[src/rtl/mash_pkg.sv]
// Shared defaults and helpers for the MASH 1-1 delta-sigma modulator.
package mash_pkg;

    localparam int WIDTH_DEF  = 16;
    localparam int DAC_BW_DEF = 4;

    // Fractional width carried by the accumulators; one bit wider than the dropped LSBs
    // because the integer field gives up its top bit to make headroom for the shaping term.
    function automatic int frac_w(input int width, input int dac_bw);
        return width - dac_bw + 1;
    endfunction

    typedef logic signed [DAC_BW_DEF-1:0] dac_code_t;

endpackage

[src/rtl/mash_acc_stage.sv]
// Enable-gated wrapping accumulator; sum and carry are combinational from the held value.
module mash_acc_stage #(
    parameter int W = 13
) (
    input  logic         clk_sys,
    input  logic         rst_b,
    input  logic         en,
    input  logic [W-1:0] addend,
    output logic [W-1:0] sum,
    output logic         carry
);

    logic [W-1:0] acc;

    assign {carry, sum} = {1'b0, acc} + {1'b0, addend};

    always_ff @(posedge clk_sys) begin
        if (!rst_b) begin
            acc <= '0;
        end else if (en) begin
            acc <= sum;
        end
    end

endmodule

[src/rtl/mash11_modulator.sv]
// Second-order MASH 1-1 requantizer: WIDTH-bit signed samples to DAC_BW-bit signed codes.
module mash11_modulator
    import mash_pkg::*;
#(
    parameter int WIDTH  = WIDTH_DEF,
    parameter int DAC_BW = DAC_BW_DEF
) (
    input  logic              aclk,
    input  logic              arst_n,
    input  logic [WIDTH-1:0]  s_axis_data_tdata,
    input  logic              s_axis_data_tvalid,
    output logic              s_axis_data_tready,
    output logic [DAC_BW-1:0] m_axis_data_tdata,
    output logic              m_axis_data_tvalid
);

    localparam int FRAC_W = frac_w(WIDTH, DAC_BW);

    logic [DAC_BW-2:0] int_part;
    logic [FRAC_W-1:0] frac_part;
    logic              accept;
    logic [FRAC_W-1:0] s1;
    logic [FRAC_W-1:0] s2;
    logic              c1;
    logic              c2;
    logic              c2_d;
    logic [DAC_BW-1:0] int_ext;
    logic [DAC_BW-1:0] y;

    assign int_part  = s_axis_data_tdata[WIDTH-1 -: DAC_BW-1];
    assign frac_part = s_axis_data_tdata[FRAC_W-1:0];
    assign accept    = s_axis_data_tvalid & s_axis_data_tready;

    mash_acc_stage #(.W(FRAC_W)) u_stage1 (
        .clk_sys (aclk),
        .rst_b   (arst_n),
        .en      (accept),
        .addend  (frac_part),
        .sum     (s1),
        .carry   (c1)
    );

    // Stage 2 integrates the fresh stage-1 sum, so both carries belong to the same sample.
    mash_acc_stage #(.W(FRAC_W)) u_stage2 (
        .clk_sys (aclk),
        .rst_b   (arst_n),
        .en      (accept),
        .addend  (s1),
        .sum     (s2),
        .carry   (c2)
    );

    // Modular DAC_BW-bit arithmetic is exact: the result always lies in int-1..int+2.
    assign int_ext = {int_part[DAC_BW-2], int_part};
    assign y = int_ext
             + {{(DAC_BW-1){1'b0}}, c1}
             + {{(DAC_BW-1){1'b0}}, c2}
             - {{(DAC_BW-1){1'b0}}, c2_d};

    always_ff @(posedge aclk) begin
        if (!arst_n) begin
            c2_d               <= 1'b0;
            m_axis_data_tdata  <= '0;
            m_axis_data_tvalid <= 1'b0;
            s_axis_data_tready <= 1'b0;
        end else begin
            s_axis_data_tready <= 1'b1;
            m_axis_data_tvalid <= accept;
            if (accept) begin
                c2_d              <= c2;
                m_axis_data_tdata <= y;
            end
        end
    end

endmodule

[config.mk]
export PLATFORM = sky130hd
export DESIGN_NAME = mash11_modulator
export DESIGN_NICKNAME = d
export VERILOG_FILES = /design/src/rtl/mash_pkg.sv /design/src/rtl/mash_acc_stage.sv /design/src/rtl/mash11_modulator.sv
export SDC_FILE = /design/constraint.sdc
export NUM_CORES = 1
export LEC_CHECK = 0
export BUFFER_PORTS_ARGS = -buffer_cell sky130_fd_sc_hd__buf_2
export CORE_ASPECT_RATIO = 1.1
export CORE_MARGIN = 10
export CORE_UTILIZATION = 49
export CTS_CLUSTER_SIZE = 12
export DETAILED_ROUTE_END_ITERATION = 10
export HOLD_SLACK_MARGIN = 0.03
export PLACE_DENSITY = 0.77
export SETUP_SLACK_MARGIN = 0.2
export SLEW_MARGIN = 20
export SYNTH_ARGS = -nofsm -noshare
export SYNTH_HDL_FRONTEND = slang
export SYNTH_SLANG_ARGS = --single-unit
[constraint.sdc]
create_clock -name aclk -period 6.88 [get_ports aclk]
set_input_delay 0.344 -clock aclk [delete_from_list [all_inputs] [get_ports aclk]]
set_output_delay 0.344 -clock aclk [all_outputs]
set_load 0.02 [all_outputs]
## Yosys cells after proc, flatten, opt, wreduce, memory -nomap -nowiden

Cells that the tools add are included.
W data, S select, Z words.

- Output and inout bits: 6
- Logic and storage cells: 13
- Flip-flop bits (word level): 33

- Mux-type cells: 1
- Add/subtract/negate cells: 5
- Bitwise gates (word level): 1

Operator list:

| operator | number |
|---|---|
| $add A13 B13 Y14 | 2 |
| $add A3 B2 Y4 | 1 |
| $add A4 B1 Y4 | 1 |
| $sub A4 B1 Y4 | 1 |
| $and A1 B1 Y1 | 1 |
| $mux W1 | 1 |

## Logic depth before layout (Yosys ltp)

Gate-level depths: netlist of the first run.

- Word-level depth: 4
- Mapped depth: 19
- Mapped depth without buffers: 19

## By module

From an unflattened synthesis of the first run, not the netlist that was laid out.

- Cells, all modules: 325
- Area, all modules: 2793.9 um^2

Modules (own cells, without submodules):

| module | cells an instance | area an instance (um^2) | instances |
|---|---|---|---|
| mash_acc_stage | 144 | 1214.9 | 2 |
| mash11_modulator | 37 | 364.1 | 1 |

## Worst setup path after synthesis of the first run

OpenSTA, ideal clock, no wires.

- Path type: input-to-reg
- From: input port s_axis_data_tdata[0]
- To: register m_axis_data_tdata[2]
- Setup time: 0.086 ns
- Setup slack: 2.708 ns
- Required time: 6.794 ns
- Path buffers: 0
- Cell stages on the path: 18
- Arrival time: 4.086 ns
- Cells stage by stage: ha_1 inv_1 fa_1 nand2b_1 nor3b_1 o31a_1 o21ai_1 xor2_1 ha_1 a21oi_1 nand4b_1 nor3_1 nor3b_1 o21a_1 fa_1 fa_1 xnor2_1 a211oi_1

- Longest elaborated chain between the ends: 4
- Elaborated cells on any way between the ends: 5
- Classes of those cells: add/sub: 5

Ends and longest elaborated chain:

| element | line | source |
|---|---|---|
| start: declaration | mash11_modulator.sv:10 | `input logic [WIDTH-1:0] s_axis_data_tdata,` |
| $add A13 B13 Y14 | mash_acc_stage.sv:15 | `assign {carry, sum} = {1'b0, acc} + {1'b0, addend};` |
| named net s1[10] | mash11_modulator.sv:22 | `logic [FRAC_W-1:0] s1;` |
| $add A13 B13 Y14 | mash_acc_stage.sv:15 |  |
| named net c2 | mash11_modulator.sv:25 | `logic c2;` |
| $add A4 B1 Y4 | mash11_modulator.sv:57 | `+ {{(DAC_BW-1){1'b0}}, c2}` |
| $sub A4 B1 Y4 | mash11_modulator.sv:58 | `- {{(DAC_BW-1){1'b0}}, c2_d};` |
| end signal: assignment | mash11_modulator.sv:71 | `m_axis_data_tdata <= y;` |
| end: declaration | mash11_modulator.sv:13 | `output logic [DAC_BW-1:0] m_axis_data_tdata,` |

The timed path passes the listed nets, and every way through them passes these cells.
A chain may end at the register's enable or synchronous reset.

## Worst setup path in the final report of the first run

- From: register u_stage1.acc[0]
- To: register m_axis_data_tdata[2]

- Longest elaborated chain between the ends: 4
- Elaborated cells on any way between the ends: 5
- Classes of those cells: add/sub: 5

Ends and longest elaborated chain:

| element | line | source |
|---|---|---|
| start: declaration | mash_acc_stage.sv:13 | `logic [W-1:0] acc;` |
| start signal: assignment | mash_acc_stage.sv:21 | `acc <= sum;` |
| $add A13 B13 Y14 | mash_acc_stage.sv:15 |  |
| named net s1[10] | mash11_modulator.sv:22 |  |
| $add A13 B13 Y14 | mash_acc_stage.sv:15 |  |
| named net c2 | mash11_modulator.sv:25 |  |
| $add A4 B1 Y4 | mash11_modulator.sv:57 |  |
| $sub A4 B1 Y4 | mash11_modulator.sv:58 |  |

The timed path passes the listed nets, and every way through them passes these cells.

==> results of run 1 <==
==> synth_stat cells (3+ instances only) <==
master / number / area share [%]
clkbuf_1: 10 / 1.5
nor2_1: 25 / 3.8
inv_1: 14 / 2.2
a21o_1: 5 / 1.5
nor2b_1: 3 / 0.77
a211oi_1: 7 / 2.2
xor2_1: 4 / 1.4
o2bb2ai_1: 3 / 1.1
a31oi_1: 3 / 0.77
ha_1: 30 / 15
a21oi_1: 32 / 6.6
nand2_1: 42 / 6.5
o21ai_0: 8 / 1.6
xnor2_1: 15 / 5.4
nand3_1: 16 / 3.3
fa_1: 4 / 3.3
mux2i_1: 5 / 2.0
o21ai_1: 3 / 0.61
dfxtp_1: 33 / 27
nor3_1: 6 / 1.2
==> per-stage QoR <==
| stage | worst slack (ns) | hold WS, ns |
|---|---|---|
| finish | 2.350 | 0.3518 |
| global route | 1.972 | 0.3636 |
| CTS | 2.337 | 0.3367 |
| detailed placement | 2.245 | 0.4570 |
| global placement | 2.404 | 0.4423 |
| floorplan | 2.708 | 0.3717 |
==> flip-flops by register name, summed over array words and instances (netlist names) <==
register and count:
m_axis_data_tdata 4, u_stage2.acc 13, u_stage1.acc 13, s_axis_data_tready 1, c2_d 1, m_axis_data_tvalid 1
==> where the power goes <==
part	switching [mW]	internal, mW	leakage (nW)
Clock	0.0716	0.0794	0.0443
Combinational	0.136	0.102	0.853
Sequential	0.00979	0.209	0.270
Total	0.218	0.390	1.17
==> per-layer routing <==
metal  track usage (%)  share of wire (%)  up-vias
met1             17.21                 48     1015
met4             4.388                1.3        0
met2             22.27                 46       42
met3             3.472                4.4        7
met5                 0                  0        -
li1                  -                  -     1131
==> worst max path at each step <==
stage / end / cells past startpoint / slack (ns) / from
2_1_floorplan: m_axis_data_tdata[2] / 18 / 2.71 / s_axis_data_tdata[0]
3_3_place_gp: m_axis_data_tdata[2] / 19 / 2.40 / s_axis_data_tdata[0]
3_5_place_dp: m_axis_data_tdata[2] / 19 / 2.24 / s_axis_data_tdata[0]
4_1_cts: m_axis_data_tdata[2] / 18 / 2.34 / u_stage1.acc[0]
5_1_grt: m_axis_data_tdata[2] / 18 / 1.97 / u_stage1.acc[0]
6_report: m_axis_data_tdata[2] / 18 / 2.35 / u_stage1.acc[0]
==> cell usage in the layout, fill, tap and decap left out, types with 2 or more instances in the layout <==
| cell | count |
|---|---|
| clkbuf_8 | 6 |
| nor2_1 | 25 |
| nor2b_1 | 3 |
| a31oi_1 | 3 |
| ha_1 | 30 |
| o31ai_1 | 2 |
| buf_2 | 24 |
| xor2_1 | 4 |
| a311o_1 | 2 |
| nand4_1 | 2 |
| o21a_1 | 2 |
| dfxtp_1 | 33 |
| xnor2_1 | 15 |
| nand3_1 | 16 |
| fa_1 | 4 |
| o21ai_1 | 3 |
| mux2i_1 | 5 |
| a21o_1 | 5 |
| o21ai_0 | 8 |
| a211oi_1 | 7 |
| a21oi_1 | 32 |
| o211ai_1 | 2 |
| nand2_1 | 42 |
| nor3_1 | 6 |
| o2bb2ai_1 | 3 |
| nor3b_1 | 2 |
| o22ai_1 | 2 |
| inv_1 | 14 |
==> cell families after synthesis <==
group / count (synthesis) / share of synthesized area, %
adders and majority gates: 34 / 18.65
and+or+nand+nor: 107 / 20.03
muxes: 5 / 2.049
DFF: 33 / 27.05
xor gates and xnor gates: 19 / 6.814
AOI/OAI and AO/OA: 80 / 21.16
buffers and inverters: 27 / 4.252
==> cell type report <==
class | count | area [sq um]
inverter | 15 | 56.30
fill | 441 | 2071
clock buffer | 7 | 86.33
tap | 56 | 70.07
timing repair buffer | 25 | 127.6
sequential | 33 | 660.6
multi-input combinational | 245 | 1678
==> impl_metrics.csv, run 1 <==
group,metric,value,unit
outcome,status,"finished clean",
sta,fin_crit_sh,65.85,%
place,place_inst,374,
clock_network,postCtsSetupRepairBufs,0,
global_routing,grt_use_total,13.73,%
worst_setup_path,crit_path_cell_trace,"ha_1, inv_1, fa_1, nand2b_1, nor3b_1, o31a_1, o21ai_1, xor2_1, ha_1, a21oi_1, nand4b_1, nor3_1, nor3b_1, o21a_1, fa_1, fa_1, xnor2_1, a211oi_1",
sta,fmax,220.7,MHz
global_routing,first_global_vias,2142,
worst_setup_path,r2r_slack,2.35,ns
drt,routedWlPerCell,14.21,microns
logic_synthesis,synthArstFlopShare,0,%
logic_synthesis,synth-edff-count,0,
clock_network,cts.repair.resized,0,
clock_network,clock-root-buffer,"clkbuf_8",
place,port_buffers,24,
global_routing,grt_pass1_wl,9.425,mm
min_path,hold_path_depth,1,
logic_synthesis,synth_seq_area_share,27.05,%
floorplan,die_w,87.32,microns
clock_network,htree_levels,2,
drt,antenna_left,0,
worst_setup_path,critical_path_required,7.06,ns
logic_synthesis,ys_seq_elements,33,
drt,drt_pre_antenna_iters,4,
worst_setup_path,rr_worst_depth,18,
finish,stdcell_count,381,
logic_synthesis,synthFlopType,"dfxtp_1",
sta,rsz0062_at_grt,"false",
worst_setup_path,arrival,4.71,ns
logic_synthesis,avgSynthCellArea,8.008,sq um
worst_setup_path,cp_slowest_cell,"fa_1",
worst_setup_path,path_common_cell,"fa_1",
finish,fin_util,56.40,%
power_and_ir_drop,ir_worst_vdd,0.09525,mV
place,postPlaceCellArea,2592,sq um
worst_setup_path,max_stage_delay,0.43,ns
logic_synthesis,synth.distinct_cells,49,
place,gp_congestion,0.9123,
power_and_ir_drop,total_power,0.6075,mW
clock_network,cts_hold_buf,0,
logic_synthesis,yosysWarnings,0,
clock_network,clk_pin_slew_worst_paths,0.07,ns
clock_network,clock-sinks,33,
global_routing,grt_max_degree,33,
floorplan,rows,26,
drt,dr.first_iter.drc_count,100,
logic_synthesis,synthesis.nets,358,
drt,drc,0,
clock_network,cts_buffers,5,
finish,design_area,2679,sq um
sta,slew_headroom,31.47,%
worst_setup_path,crit_type,"flip-flop to flip-flop",
sta,final_hold_viol_count,0,
worst_setup_path,cp_num_buf_inv,1,
power_and_ir_drop,p_leak,1.168,nW
worst_setup_path,reg2reg_from,"u_stage1.acc[0]",
drt,wirelength,5.414,mm
sta,drv_slew,0,
drt,via_per_inst,5.761,
global_routing,grt_overflow_total,0,
sta,skew,0.008205,ns
drt,via_count,2195,
job,cap_violations,0,
worst_setup_path,r2r_end,"m_axis_data_tdata[2]",
clock_network,clk_latency,0.29,ns
sta,fin_setup_tns,0,ns
worst_setup_path,cp_top_family,"adder cells",
finish,antennaDiodeCount,0,
finish,drive_gt1_share,10.15,%
sta,setup_viol,0,
floorplan,die_height,94.05,microns
sta,tightest_slew,1.026,ns
worst_setup_path,crit_fanout,5,
min_path,min_path_type,"input pin to flip-flop",
floorplan,core,4750,sq um
logic_synthesis,synth_area,2442,sq um
floorplan,pin_count,25,
worst_setup_path,endpoint_kind,"flip-flop",
global_routing,antenna_found_initial,0,
place,dp_hpwl,4.001,mm
clock_network,cts_tree,"done",
min_path,min_from,"arst_n",
finish,finalNetCount,378,
sta,period_needed,4.530,ns
floorplan,start_util,51.42,%
logic_synthesis,syn-instance-count,305,
clock_network,clock_path_buffers,2,
min_path,hold_path_end,"s_axis_data_tready",
floorplan,dieArea,8212,sq um
power_and_ir_drop,power.density,226.8,nW/um^2
worst_setup_path,worst_setup_path_start_kind,"flip-flop",
finish,area.growth.synth_to_final,9.682,%
Power figures use the tool's default switching activity.
==> run 2: changes to the inputs <==
==> constraint.sdc (replaced) <==
create_clock -name aclk -period 4.3 [get_ports aclk]
set_input_delay 0.215 -clock aclk [delete_from_list [all_inputs] [get_ports aclk]]
set_output_delay 0.215 -clock aclk [all_outputs]
set_load 0.02 [all_outputs]
==> run 2 against run 1 <==
  * Clock skew increased by 0.0012 ns
  * Global-route usage increased by 0.94 points
  * First-iteration DRC count decreased by 13%
  * Flip-flop and latch count unchanged
  * Combinational power increased by 85%
  * Cell count increased by 3.7%
  * Largest power group unchanged
==> impl_metrics.csv, run 2 (synthesis gave the netlist of run 1 again) <==
group,metric,value,unit
drt,routedWlPerCell,14.99,microns
drt,wirelength,5.920,mm
power_and_ir_drop,pwr-share-clk,28.4,%
power_and_ir_drop,p_comb_share,39.9,%
worst_setup_path,worst_setup_path_start_kind,"flip-flop",
worst_setup_path,rr_worst_depth,18,
drt,drc,0,
worst_setup_path,crit_type,"flip-flop to flip-flop",
min_path,min_from,"arst_n",
power_and_ir_drop,ir_worst_vdd,0.2108,mV
power_and_ir_drop,pwr-share-seq,31.7,%
clock_network,clk_pin_slew_worst_paths,0.08,ns
finish,final_common_cell,"nand2_1",
worst_setup_path,path_common_cell,"fa_2",
sta,holdWs,0.2131,ns
worst_setup_path,reg2reg_from,"u_stage1.acc[0]",
sta,rsz0062_at_grt,"true",
worst_setup_path,crit_cells,18,
finish,final_cell_mix,"nand2_1, dfxtp_1, a21oi_1, ha_1, nor2_1",
global_routing,grt_max_degree,33,
finish,drive_gt1_share,18.58,%
power_and_ir_drop,p_leak,1.298,nW
outcome,status,"finished clean",
floorplan,rows,26,
floorplan,dieArea,8212,sq um
clock_network,cts_buffers,5,
drt,via_per_inst,5.818,
worst_setup_path,crit_end,"m_axis_data_tdata[2]",
worst_setup_path,cp_slowest_cell,"o31a_1",
sta,skew,0.009415,ns
place,postPlaceCellArea,2638,sq um
finish,largestRegisters,"u_stage1.acc: 13 flops, u_stage2.acc: 13 flops, m_axis_data_tdata: 4 flops",
finish,antennaDiodeCount,0,
sta,final_hold_viol_count,0,
floorplan,die_height,94.05,microns
global_routing,grt_use_total,14.67,%
finish,nFillCells,410,
global_routing,first_global_vias,2246,
worst_setup_path,cp_top_family,"adder cells",
sta,drv_slew,0,
global_routing,grt_overflow_total,0,
clock_network,clk_latency,0.30,ns
power_and_ir_drop,p_int,0.7201,mW
drt,drt_pre_antenna_iters,4,
finish,finalNetCount,391,
worst_setup_path,crit_path_cell_trace,"ha_4, inv_2, fa_2, nand2b_4, nor3b_4, o31a_1, o21ai_2, xor2_1, ha_1, a21oi_4, nand3b_1, a31oi_1, nor3b_2, o21a_1, fa_2, fa_2, xnor2_1, a211oi_1",
floorplan,core,4750,sq um
job,cap_violations,0,
worst_setup_path,crit_fanout,5,
clock_network,cts_tree,"done",
clock_network,clock_path_buffers,2,
global_routing,antenna_found_initial,0,
worst_setup_path,r2r_end,"m_axis_data_tdata[2]",
place,dp_hpwl,4.100,mm
power_and_ir_drop,p_sw,0.3855,mW
floorplan,start_util,51.42,%
floorplan,pin_count,25,
sta,fin_setup_tns,0,ns
worst_setup_path,r2r_slack,0.19,ns
min_path,min_path_type,"input pin to flip-flop",
power_and_ir_drop,power.density,381.8,nW/um^2
finish,design_area,2895,sq um
worst_setup_path,cp_num_buf_inv,1,
clock_network,clock-root-buffer,"clkbuf_8",
drt,via_count,2298,
worst_setup_path,max_stage_delay,0.38,ns
sta,setup_viol,0,
floorplan,die_w,87.32,microns
worst_setup_path,critical_path_required,4.49,ns
clock_network,cts_hold_buf,0,
sta,fmax,243.1,MHz
place,gp_congestion,0.9008,
sta,period_needed,4.114,ns
drt,antenna_left,0,
power_and_ir_drop,p_sw_share,34.87,%
place,port_buffers,24,
sta,fin_crit_sh,95.67,%
sta,tightest_slew,0.7728,ns
sta,slew_headroom,48.16,%
finish,area.growth.synth_to_final,18.55,%
worst_setup_path,endpoint_kind,"flip-flop",
clock_network,htree_levels,2,
clock_network,clock-sinks,33,
global_routing,grt_pass1_wl,9.977,mm
worst_setup_path,arrival,4.30,ns
power_and_ir_drop,total_power,1.106,mW
drt,dr.first_iter.drc_count,87,
finish,fin_util,60.96,%
worst_setup_path,worstSetupStartpoint,"u_stage1.acc[0]",
run 2: metal layers:
layer  track usage [%]  vias up  part of all wire [%]
li1                  -     1157                     -
met1             17.18     1084                    44
met2             25.12       50                    50
met3             3.819        7                   5.2
met4             4.787        0                   1.2
met5                 0        -                     0
run 2: how the worst min path moves through the flow:
stage	to	slack, ns	depth (start not counted)
3_5_place_dp	m_axis_data_tdata[0]	0.45	2
4_1_cts	s_axis_data_tready	0.21	1
2_1_floorplan	s_axis_data_tready	0.24	0
3_3_place_gp	m_axis_data_tdata[0]	0.44	2
5_1_grt	s_axis_data_tready	0.22	1
6_report	s_axis_data_tready	0.21	1
run 2: power groups by stage:
stage          sequential, mW  combinational [mW]  clock (mW)
2_1_floorplan           0.358               0.302           0
3_3_place_gp            0.356               0.385           0
3_5_place_dp            0.357               0.394           0
4_1_cts                 0.350               0.415       0.318
5_1_grt                 0.354               0.493       0.327
6_report                0.350               0.441       0.314
run 2: final cells by class:
cell class                      instances  area (sq um)  share of cell area (%)
Clock buffer                            7         86.33                   2.982
Multi-Input combinational cell        245          1765                   60.98
Sequential cell                        33         661.9                   22.86
Tap cell                               56         70.07                   2.420
Inverter                               15         56.30                   1.945
Timing Repair Buffer                   38         225.2                   7.779
Clock inverter                          1         30.03                   1.037
run 2: through the flow:
step | worst slack (ns) | cells
4_1_cts | 0.1883 | 390
3_5_place_dp | -0.06178 | 379
3_3_place_gp | 0.09466 | 379
2_1_floorplan | 0.2091 | 305
6_report | 0.1861 | 395
5_1_grt | 0.02745 | 395
run 2: timing repair:
item                                    CTS  global route
endpoints found under the setup margin    3             3
buffers inserted                          3             5
pin swaps                                 8             9
resized for setup                         9             8
